## src/rtl/port_share_arbiter.sv

```systemverilog
// Round-robin owner arbiter for a shared (C, D) input pair, registered grant/data mux.
// Define ARB_TIMEOUT_EN to enable the MAX_HOLD forced release and timeout_pulse.
module port_share_arbiter #(
  parameter  int N        = 4,
  parameter  int HOLD_W   = 4,
  parameter  int MAX_HOLD = 8,
  localparam int OW       = (N > 1) ? $clog2(N) : 1
) (
  input  logic          clk,
  input  logic          rst_n,
  input  logic [N-1:0]  req,
  input  logic [N-1:0]  req_c,
  input  logic [N-1:0]  req_d,
  output logic [N-1:0]  grant,
  output logic [OW-1:0] owner,
  output logic          busy,
  output logic          shared_c,
  output logic          shared_d,
  output logic          timeout_pulse
);

  typedef enum logic [1:0] {IDLE, OWN, RELEASE} state_t;

  state_t              state_q;
  logic [OW-1:0]       ptr_q;
  logic [OW-1:0]       owner_q;
  logic [HOLD_W-1:0]   hold_cnt_q;
  logic [N-1:0]        grant_q;
  logic                busy_q;
  logic                shared_c_q;
  logic                shared_d_q;
  logic                pulse_q;

  logic [OW-1:0]       pick;
  logic [N-1:0]        pick_onehot;
  logic [OW:0]         cand_sum;
  logic [OW-1:0]       ptr_d;
  logic                owner_req;
  logic                timeout_hit;

`ifdef ARB_TIMEOUT_EN
  localparam bit TIMEOUT_EN = 1'b1;

  if (MAX_HOLD < 1 || MAX_HOLD > (1 << HOLD_W)) begin : g_max_hold_check
    $error("port_share_arbiter: MAX_HOLD must lie in 1..2**HOLD_W");
  end
`else
  localparam bit TIMEOUT_EN = 1'b0;
`endif

  // Scan from ptr upwards with wrap; walking i downwards lets the lowest offset win.
  always_comb begin
    pick     = '0;
    cand_sum = '0;
    for (int i = N - 1; i >= 0; i--) begin
      cand_sum = {1'b0, ptr_q} + (OW + 1)'(i);
      if (cand_sum >= (OW + 1)'(N)) begin
        cand_sum = cand_sum - (OW + 1)'(N);
      end
      if (req[cand_sum[OW-1:0]]) begin
        pick = cand_sum[OW-1:0];
      end
    end
  end

  always_comb begin
    pick_onehot       = '0;
    pick_onehot[pick] = 1'b1;
  end

  assign owner_req   = req[owner_q];
  assign ptr_d       = (owner_q == OW'(N - 1)) ? '0 : owner_q + 1'b1;
  assign timeout_hit = TIMEOUT_EN && owner_req && (hold_cnt_q == HOLD_W'(MAX_HOLD - 1));

  always_ff @(posedge clk or negedge rst_n) begin
    if (!rst_n) begin
      state_q    <= IDLE;
      ptr_q      <= '0;
      owner_q    <= '0;
      hold_cnt_q <= '0;
      grant_q    <= '0;
      busy_q     <= 1'b0;
      shared_c_q <= 1'b0;
      shared_d_q <= 1'b0;
      pulse_q    <= 1'b0;
    end else begin
      pulse_q <= 1'b0;
      case (state_q)
        IDLE: begin
          if (|req) begin
            state_q    <= OWN;
            grant_q    <= pick_onehot;
            owner_q    <= pick;
            busy_q     <= 1'b1;
            hold_cnt_q <= '0;
            shared_c_q <= req_c[pick];
            shared_d_q <= req_d[pick];
          end
        end
        OWN: begin
          if (!owner_req || timeout_hit) begin
            state_q    <= RELEASE;
            grant_q    <= '0;
            busy_q     <= 1'b0;
            shared_c_q <= 1'b0;
            shared_d_q <= 1'b0;
            ptr_q      <= ptr_d;
            pulse_q    <= timeout_hit;
          end else begin
            shared_c_q <= req_c[owner_q];
            shared_d_q <= req_d[owner_q];
            if (hold_cnt_q != {HOLD_W{1'b1}}) begin
              hold_cnt_q <= hold_cnt_q + 1'b1;
            end
          end
        end
        // One forced grant-free cycle before the next arbitration.
        RELEASE: state_q <= IDLE;
        default: state_q <= IDLE;
      endcase
    end
  end

  assign grant         = grant_q;
  assign owner         = owner_q;
  assign busy          = busy_q;
  assign shared_c      = shared_c_q;
  assign shared_d      = shared_d_q;
  assign timeout_pulse = pulse_q & TIMEOUT_EN;

endmodule

```

## config.mk

```make
export PLATFORM = sky130hd
export DESIGN_NAME = port_share_arbiter
export DESIGN_NICKNAME = d
export VERILOG_FILES = /design/src/rtl/port_share_arbiter.sv
export SDC_FILE = /design/constraint.sdc
export NUM_CORES = 1
export LEC_CHECK = 0
export CAP_MARGIN = 30
export CORE_MARGIN = 5
export CORE_UTILIZATION = 40
export CTS_CLUSTER_SIZE = 16
export DETAILED_ROUTE_END_ITERATION = 8
export HOLD_SLACK_MARGIN = 0.05
export PLACE_DENSITY = 0.82
export SLEW_MARGIN = 40
export SYNTH_ARGS = -nofsm -noshare
export SYNTH_HDL_FRONTEND = slang
export SYNTH_SLANG_ARGS = --single-unit
```

## constraint.sdc

```tcl
create_clock -name clk -period 2 [get_ports clk]
set_input_delay 0.3 -clock clk [delete_from_list [all_inputs] [get_ports clk]]
set_output_delay 0.3 -clock clk [all_outputs]
set_load 0.02 [all_outputs]
```

==> metrics.txt, run 1 <==
final hold slack between 300 and 400 ps; diode count 0; Reg clk slew, reported paths 80 ps; final hold viol count 0; I/O pin count 24; TritonRoute pass-1 iters 4; Root Driver clkbuf_4; critical path endpoint category register; CTS tree built; area leader, netlist dfrtp_1; number of synthesized register bits 13; vias in the first global route 710; fin util around three fifths; final period utilization between 90 and 100%; worst path cell trace clkdlybuf4s50_1 > mux4_2 > nor2_1 > nor2_1 > a22o_1; row cnt 15; FF-to-FF path depth 4; Setup Crit Path Kind in2reg; final setup violating endpoints 0; most frequent cells in the layout clkdlybuf4s50_1 (22), dfrtp_1 (13), nand2_1 (9); via count just under 700; fmax about 540 MHz; crit path max fanout 7; vias per cell about 5.5; Final Slew Violations 0; Die Y 53.6 um; Distinct cells, synth 30; most used cell, CP nor2_1; initial DRC count 4; Leakage about 0.47 nW; CP max-delay cell mux4_2; worst-skew pair later-pin latency around 270 ps; Post-DP HPWL ~1500 um; antenna violations before repair 0; status finished clean; total gr overflow 0; Pwr Density 1560 mW/mm^2; cell count after synthesis 69; routability congestion estimate from global placement around 0.83; Worst VDD drop 0.972 mV; layout cells sized above 1 about 16%; buffers added on ports 22; Routed Antenna Nets 0; clock skew 9.48 ps; Mapped Nets between 80 and 90; Initial Utilization between 40% and 50%; commonest non-fill, non-tap cell in the layout clkdlybuf4s50_1; largest net degree at the start of global routing 14; Post-layout nets approximately 120; multi-input combinational cell area just over 400 sq um; routed length per instance approximately 15 um; Slew Limit Headroom about three fifths; area of the core 0.00176 sq mm; Hold Path Class in2async; layout filler cell count ~160; Setup TNS Final 0 ps; final WL just under 2000 um; CTS sink cnt 13; die area about 0.0029 sq mm; mapped cell area approximately 760 sq um; sequential standard cell area between 300 and 400 sq um; Max-cap violations 0; CTS Buffer Depth 2; required time of the critical path ~2200 ps; cts hold-fix bufs 0; minimum clock period 1860 ps; Worst Path Arrival slightly above 2000 ps; drt drc 0; Max stage delay on crit path approximately 550 ps; GRT Total Usage roughly 16%; worst slew pin tran around 590 ps; Warnings, synthesis 0; register area share after synthesis 42.8%; P&R area growth vs syn 42.0%; Worst setup SP type input pin; Resized Gates After CTS 0; RSZ-0062 raised after global routing false; H-tree Lvls 1; CTS buffer count 3; post-synthesis area per instance ~11 sq um; post-CTS repair timing setup buffer count 0; first-pass GRT wire length about 3200 um; Synth top area share 42.8%; Area contributors post-synth dfrtp_1 (43%), mux4_2 (8.9%), mux2i_1 (5.3%), nand2_1 (4.4%), a221oi_4 (3.5%); die width 53.6 um
-- state kept, by name, indices dropped and copies added, names as in the netlist --
| signal | cells |
|---|---|
| busy | 1 |
| state_q | 2 |
| owner | 2 |
| grant | 4 |
| shared_c | 1 |
| shared_d | 1 |
| ptr_q | 2 |
-- power breakdown --
| part | switching [mW] | total (mW) | internal [mW] |
|---|---|---|---|
| Combinational | 0.495 | 0.999 | 0.504 |
| Clock | 0.0809 | 0.158 | 0.0770 |
| Sequential | 0.131 | 0.524 | 0.393 |
-- synth_stat cells (all sizes together) --
| library cell | number |
|---|---|
| a211oi | 1 |
| dfrtp | 13 |
| a221oi | 4 |
| o31ai | 2 |
| a21oi | 1 |
| nor2 | 5 |
| conb | 1 |
| nor4 | 1 |
| o21ai | 2 |
| a21o | 2 |
| and2 | 2 |
| clkbuf | 1 |
| or3 | 1 |
| o41ai | 1 |
| nor3 | 1 |
| nand2 | 9 |
| nor2b | 2 |
| buf | 1 |
| nand2b | 2 |
| mux2i | 4 |
| o211ai | 1 |
| nand4b | 1 |
| o21bai | 1 |
| and3 | 1 |
| mux4 | 3 |
| a22o | 3 |
| ha | 1 |
| inv | 2 |
-- cell type report --
| class | instances | share of cell area (%) |
|---|---|---|
| Inverter | 2 | 0.696 |
| Multi-Input combinational cell | 52 | 38.5 |
| Sequential cell | 13 | 30.2 |
| Timing Repair Buffer | 29 | 25.3 |
| Clock buffer | 4 | 2.44 |
| Tap cell | 25 | 2.90 |
-- worst paths after layout --
| check | start | to | slack, ps |
|---|---|---|---|
| setup / recovery | req[3] | grant[0] | 140 |
| hold / removal | rst_n | shared_d | 400 |
| setup reg to reg | owner[1] | grant[0] | 200 |
| hold reg to reg | busy | busy | 490 |
| max in group asynchronous | rst_n | ptr_q[1] | 1210 |
| min in group clk | busy | busy | 490 |
-- metrics by stage --
step	power (mW)	cell area (sq um)	instances	setup WS, ps
after global placement	1.50	1050	121	-62.1
final	1.68	1080	125	142
after floorplan	1.13	759	69	225
after CTS	1.69	1080	125	140
after detailed placement	1.53	1050	121	-137
after global routing	1.82	1080	125	40.6
-- cell families after synthesis --
group	after synthesis	share of synthesized area, %
multiplexers	7	14.2
AO/OA/AOI/OAI	18	21.9
buffers and inverters	4	2.47
other	1	0.494
flip-flops	13	42.8
adder cells (fa/ha/maj)	1	1.65
AND/OR/NAND/NOR	25	16.5
-- routing by layer --
layer | global-route usage, % | routed length (um) | vias up
li1 | - | - | 324
met1 | 20.9 | 860 | 342
met3 | 4.43 | 95 | 2
met5 | 0 | 0 | -
met4 | 2.55 | 4 | 0
met2 | 25.1 | 965 | 21
-- worst max-delay path, delay by kind of cell --
kind	cells	cell delay (ps)
buffers and inverters	1	530
and+or+nand+nor	2	380
muxes	1	550
AOI/OAI and AO/OA	1	260
No activity file was read; power rests on OpenSTA's default activity.
==> inputs of run 2 (changes only) <==
--- a/config.mk
+++ b/config.mk
@@ -6,12 +6,12 @@
 export NUM_CORES = 1
 export LEC_CHECK = 0
 export CAP_MARGIN = 30
-export CORE_MARGIN = 5
 export CORE_UTILIZATION = 40
 export CTS_CLUSTER_SIZE = 16
 export DETAILED_ROUTE_END_ITERATION = 8
 export HOLD_SLACK_MARGIN = 0.05
 export PLACE_DENSITY = 0.82
+export SKIP_CTS_REPAIR_TIMING = 1
 export SLEW_MARGIN = 40
 export SYNTH_ARGS = -nofsm -noshare
 export SYNTH_HDL_FRONTEND = slang
==> run 2 against run 1 <==
  * Sequential share of layout area decreased by 0.45 points
  * Worst setup slack improved by 83 ps
  * Sequential cell count unchanged
  * Die area decreased by 28%
  * Critical path type is now reg2out
==> metrics.txt, run 2 (synthesis gave the netlist of run 1 again) <==
reg-to-reg critical path endpoint shared_d (was grant[0]); initial DRC count 14 (was 4); final setup violating endpoints 0 (unchanged); Final Cell Area 0.00109 sq mm (was 0.00108 sq mm); first-pass GRT wire length 3100 um (was 3230 um); Leakage 0.481 nW (was 0.468 nW); via count 695 (was 689); vias per cell 5.47 (was 5.51); status finished clean (unchanged); row cnt 15 (unchanged); Worst VDD drop 0.851 mV (was 0.972 mV); H-tree Lvls 1 (unchanged); critical path endpoint category output pin (was register); FF-to-FF setup slack 260 ps (was 200 ps); GRT Total Usage 21.4% (was 15.5%); commonest non-fill, non-tap cell in the layout clkdlybuf4s50_1 (unchanged); placed standard-cell area 0.00107 sq mm (was 0.00105 sq mm); Post-layout nets 118 (was 116); Hold Path Class in2async (unchanged); Pwr Density 1550 mW/mm^2 (was 1560 mW/mm^2); CTS tree built (unchanged); clock skew 4.64 ps (was 9.48 ps); Max stage delay on crit path 670 ps (was 550 ps); Root Driver clkbuf_4 (unchanged); buffers added on ports 22 (unchanged); reg-to-reg critical path startpoint ptr_q[1] (was owner[1]); fin cells 127 (was 125); total gr overflow 0 (unchanged); CTS buffer count 3 (unchanged); max FFs per register 4 (unchanged); RSZ-0062 raised after global routing false (unchanged); Crit path max-delay family buffers and inverters (was multiplexers); total chip power 1.70 mW (was 1.68 mW); Post-DP HPWL 1480 um (was 1540 um); die width 45.6 um (was 53.6 um); Setup Crit Path Kind reg2out (was in2reg); placed insts 123 (was 121); Worst Setup SP owner[0] (was req[3]); routed length per instance 14.8 um (was 15.4 um); worst path cell trace clkdlybuf4s50_1 (was clkdlybuf4s50_1 > mux4_2 > nor2_1 > nor2_1 > a22o_1); most frequent cells in the layout clkdlybuf4s50_1 (22), dfrtp_1 (13), nand2_1 (9), buf_4 (9) (was clkdlybuf4s50_1 (22), dfrtp_1 (13), nand2_1 (9)); Die Y 45.6 um (was 53.6 um); die area 0.00208 sq mm (was 0.00287 sq mm); vias in the first global route 665 (was 710); crit path to owner[0] (was grant[0]); Final Slew Violations 0 (unchanged); layout cells sized above 1 18.6% (was 16.0%); crit path max fanout 7 (unchanged); Worst Path Arrival 1480 ps (was 2020 ps); final period utilization 88.8% (was 92.9%); CP max-delay cell clkdlybuf4s50_1 (was mux4_2); area of the core 0.00175 sq mm (was 0.00176 sq mm); Slew Limit Headroom 60.9% (was 60.8%); Critical path buffers and inverters 1 (unchanged); CTS Buffer Depth 2 (unchanged); layout filler cell count 147 (was 164); routability congestion estimate from global placement 0.764 (was 0.833); antenna violations before repair 0 (unchanged); diode count 0 (unchanged); Reg clk slew, reported paths 80 ps (about the same); required time of the critical path 1700 ps (was 2170 ps); Initial Utilization 43.5% (was 43.0%); P&R area growth vs syn 44.2% (was 42.0%); CTS sink cnt 13 (unchanged); largest net degree at the start of global routing 14 (unchanged); final WL 1880 um (was 1930 um); drt drc 0 (unchanged); TritonRoute pass-1 iters 4 (unchanged); worst-skew pair later-pin latency 270 ps (about the same); worst slew pin tran 585 ps (was 586 ps); Max-cap violations 0 (unchanged); fmax 563 MHz (was 538 MHz); FF-to-FF path depth 5 (was 4); Crit. path cell count 1 (was 5); Routed Antenna Nets 0 (unchanged); Worst setup SP type register (was input pin); final hold slack 398 ps (was 397 ps); minimum clock period 1780 ps (was 1860 ps); I/O pin count 24 (unchanged); final hold viol count 0 (unchanged)
==> run 2: cell types whose count changed in the layout (fill, tap and decap cells not counted), sizes merged <==
cell / before / now
buf: 7 / 9
clkbuf: 4 / 3
clkinv: 0 / 1
==> run 2: final cells by class <==
cell class | count | area, sq um | share of cell area (%)
clock buffer | 3 | 22.5 | 2.06
clock inverter | 1 | 5.00 | 0.457
inverter | 2 | 7.51 | 0.686
multi-input combinational | 52 | 415 | 37.9
sequential | 13 | 325 | 29.7
tap | 25 | 31.3 | 2.86
timing repair buffer | 31 | 288 | 26.3
==> run 2: per-layer routing <==
| metal | wire [um] | GRT usage (%) | share of wire, % | vias to the layer above |
|---|---|---|---|---|
| li1 | - | - | - | 329 |
| met1 | 832 | 28.5 | 44 | 340 |
| met2 | 944 | 34.3 | 50 | 22 |
| met3 | 72 | 4.37 | 3.8 | 4 |
| met4 | 30 | 7.88 | 1.6 | 0 |
| met5 | 0 | 0 | 0 | - |
==> run 2: how the worst min path moves through the flow <==
stage / start / endpoint / slack, ps
3_3_place_gp: grant[3] / grant[3] / 470
3_5_place_dp: busy / busy / 470
6_report: rst_n / busy / 400
4_1_cts: rst_n / state_q[1] / 410
5_1_grt: rst_n / state_q[1] / 440
2_1_floorplan: rst_n / busy / 4
==> run 2: stage by stage <==
stage,setup TNS [ps],util (%),setup WS [ps]
floorplan,0,-,225
global placement,-1.20,61.1,-1.20
detailed placement,-41.0,61.1,-31.3
CTS,0,62.7,217
global route,0,62.7,103
finish,0,62.7,225
==> run 2: where the power goes <==
| group | switching [mW] | internal [mW] | total (mW) |
|---|---|---|---|
| sequential | 0.123 | 0.393 | 0.516 |
| combinational | 0.506 | 0.515 | 1.02 |
| clock | 0.0838 | 0.0738 | 0.158 |
| total | 0.713 | 0.982 | 1.70 |
==> inputs of run 3 (changes only) <==
--- a/config.mk
+++ b/config.mk
@@ -6,11 +6,11 @@
 export NUM_CORES = 1
 export LEC_CHECK = 0
 export CAP_MARGIN = 30
-export CORE_UTILIZATION = 40
+export CORE_UTILIZATION = 29
 export CTS_CLUSTER_SIZE = 16
 export DETAILED_ROUTE_END_ITERATION = 8
 export HOLD_SLACK_MARGIN = 0.05
-export PLACE_DENSITY = 0.82
+export PLACE_DENSITY = 0.65
 export SKIP_CTS_REPAIR_TIMING = 1
 export SLEW_MARGIN = 40
 export SYNTH_ARGS = -nofsm -noshare
==> run 3 against run 2 <==
  * Sequential share of layout area grew 0.068 points
  * Non-clock buffer count down 1
  * Utilization decreased by 19 points
  * Routed wire length is 4.5% higher
  * Register-to-register slack got worse by 60 ps
  * Sequential power hardly changed
  * Via count grew 0.14%
  * Critical path type unchanged
  * Largest cell class unchanged
==> metrics.txt, run 3 (synthesis gave the netlist of run 1 again) <==
antenna violations before repair 0 (unchanged); Initial Utilization 30.7% (was 43.5%); fmax 550 MHz (was 563 MHz); Critical path buffers and inverters 1 (unchanged); worst path cell trace clkdlybuf4s50_1 (unchanged); die area 0.00283 sq mm (was 0.00208 sq mm); P&R area growth vs syn 43.8% (was 44.2%); Hold Path Class in2async (unchanged); required time of the critical path 1700 ps (about the same); CTS Buffer Depth 2 (unchanged); worst setup margin 180 ps (was 225 ps); Setup TNS Final 0 ps (unchanged); CTS tree built (unchanged); minimum clock period 1820 ps (was 1780 ps); Worst Path Arrival 1520 ps (was 1480 ps); Slew Limit Headroom 62.2% (was 60.9%); initial DRC count 8 (was 14); buffers added on ports 22 (unchanged); Final Slew Violations 0 (unchanged); CP max-delay cell clkdlybuf4s50_1 (unchanged); Worst setup SP type register (unchanged); Max-cap violations 0 (unchanged); total gr overflow 0 (unchanged); H-tree Lvls 1 (unchanged); Routed Antenna Nets 0 (unchanged); most frequent cells in the layout clkdlybuf4s50_1 (22), dfrtp_1 (13), nand2_1 (9) (was clkdlybuf4s50_1 (22), dfrtp_1 (13), nand2_1 (9), buf_4 (9)); largest net degree at the start of global routing 14 (unchanged); clock skew 4.92 ps (was 4.64 ps); worst-skew pair later-pin latency 280 ps (was 270 ps); Post-layout nets 117 (was 118); row cnt 18 (was 15); Worst Setup SP owner[0] (unchanged); CTS buffer count 3 (unchanged); status finished clean (unchanged); RSZ-0062 raised after global routing false (unchanged); critical path endpoint category output pin (unchanged); routed length per instance 15.0 um (was 14.8 um); final setup violating endpoints 0 (unchanged); Pwr Density 1580 mW/mm^2 (was 1550 mW/mm^2); drt drc 0 (unchanged); placed standard-cell area 0.00107 sq mm (about the same); layout filler cell count 243 (was 147); Worst VDD drop 0.779 mV (was 0.851 mV); routability congestion estimate from global placement 0.825 (was 0.764); Crit. path cell count 1 (unchanged); Root Driver clkbuf_4 (unchanged); Final Cell Area 0.00109 sq mm (about the same); layout cells sized above 1 16.8% (was 18.6%); I/O pin count 24 (unchanged); Reg clk slew, reported paths 80 ps (about the same); area of the core 0.00248 sq mm (was 0.00175 sq mm); Setup Crit Path Kind reg2out (unchanged); TritonRoute pass-1 iters 4 (unchanged); GRT Total Usage 15.9% (was 21.4%); Post-DP HPWL 1460 um (was 1480 um); vias in the first global route 691 (was 665); CTS sink cnt 13 (unchanged); vias per cell 5.31 (was 5.47); fin util 44.1% (was 62.7%); first-pass GRT wire length 3150 um (was 3100 um); max FFs per register 4 (unchanged); crit path max fanout 7 (unchanged); commonest non-fill, non-tap cell in the layout clkdlybuf4s50_1 (unchanged); FF-to-FF path depth 4 (was 5); worst slew pin tran 563 ps (was 585 ps); Leakage 0.474 nW (was 0.481 nW); Crit path max-delay family buffers and inverters (unchanged); final WL 1970 um (was 1880 um); final hold slack 377 ps (was 398 ps); Max stage delay on crit path 680 ps (was 670 ps); DP Worst Slack -17.2 ps (was -31.3 ps); via count 696 (was 695); Die Y 53.2 um (was 45.6 um); diode count 0 (unchanged); final hold viol count 0 (unchanged); reg-to-reg critical path startpoint owner[0] (was ptr_q[1]); die width 53.2 um (was 45.6 um); final period utilization 91.0% (was 88.8%)
-- run 3: cell types whose count changed in the layout (fill, tap and decap cells not counted) --
cell,before,now
buf_4,9,8
clkbuf_1,0,1
clkinv_2,1,0
-- run 3: final timing paths --
path | to | slack (ps)
setup / recovery | owner[0] | 180
hold / removal | shared_c | 380
setup reg to reg | shared_c | 200
hold reg to reg | busy | 500
max in group asynchronous | state_q[0] | 1250
min in group clk | busy | 500
-- run 3: worst register-to-register path: stages (launching register included) --
cell and delay, ps:
dfrtp_1 560, mux4_2 570, and3_1 200, a211oi_1 260, a221oi_1 90
-- run 3: final cells by class --
| class | instances | area [sq um] | area share, % |
|---|---|---|---|
| multi-input cells | 52 | 415 | 38.0 |
| clock buffers | 4 | 26.3 | 2.41 |
| repair buffers | 30 | 280 | 25.7 |
| flip-flops and latches | 13 | 325 | 29.8 |
| inverters | 2 | 7.51 | 0.687 |
| well taps | 30 | 37.5 | 3.44 |
-- run 3: power by group --
part	switching [mW]	leakage, nW	total [mW]	internal [mW]
Sequential	0.126	0.162	0.519	0.393
Clock	0.0863	0.0150	0.164	0.0774
Combinational	0.518	0.296	1.04	0.525
Total	0.731	0.474	1.73	0.995
-- run 3: metal layers --
layer | up-vias | GRT usage [%] | part of all wire [%]
met2 | 23 | 25.3 | 45
met1 | 348 | 21.3 | 48
met5 | - | 0 | 0
met3 | 2 | 4.89 | 6.6
met4 | 0 | 2.63 | 0.46
li1 | 323 | - | -
-- run 3: through the flow --
| step | cells | power, mW |
|---|---|---|
| final | 131 | 1.73 |
| after global routing | 131 | 1.86 |
| after CTS | 131 | 1.73 |
| after detailed placement | 127 | 1.55 |
| after global placement | 127 | 1.54 |
| after floorplan | 69 | 1.13 |
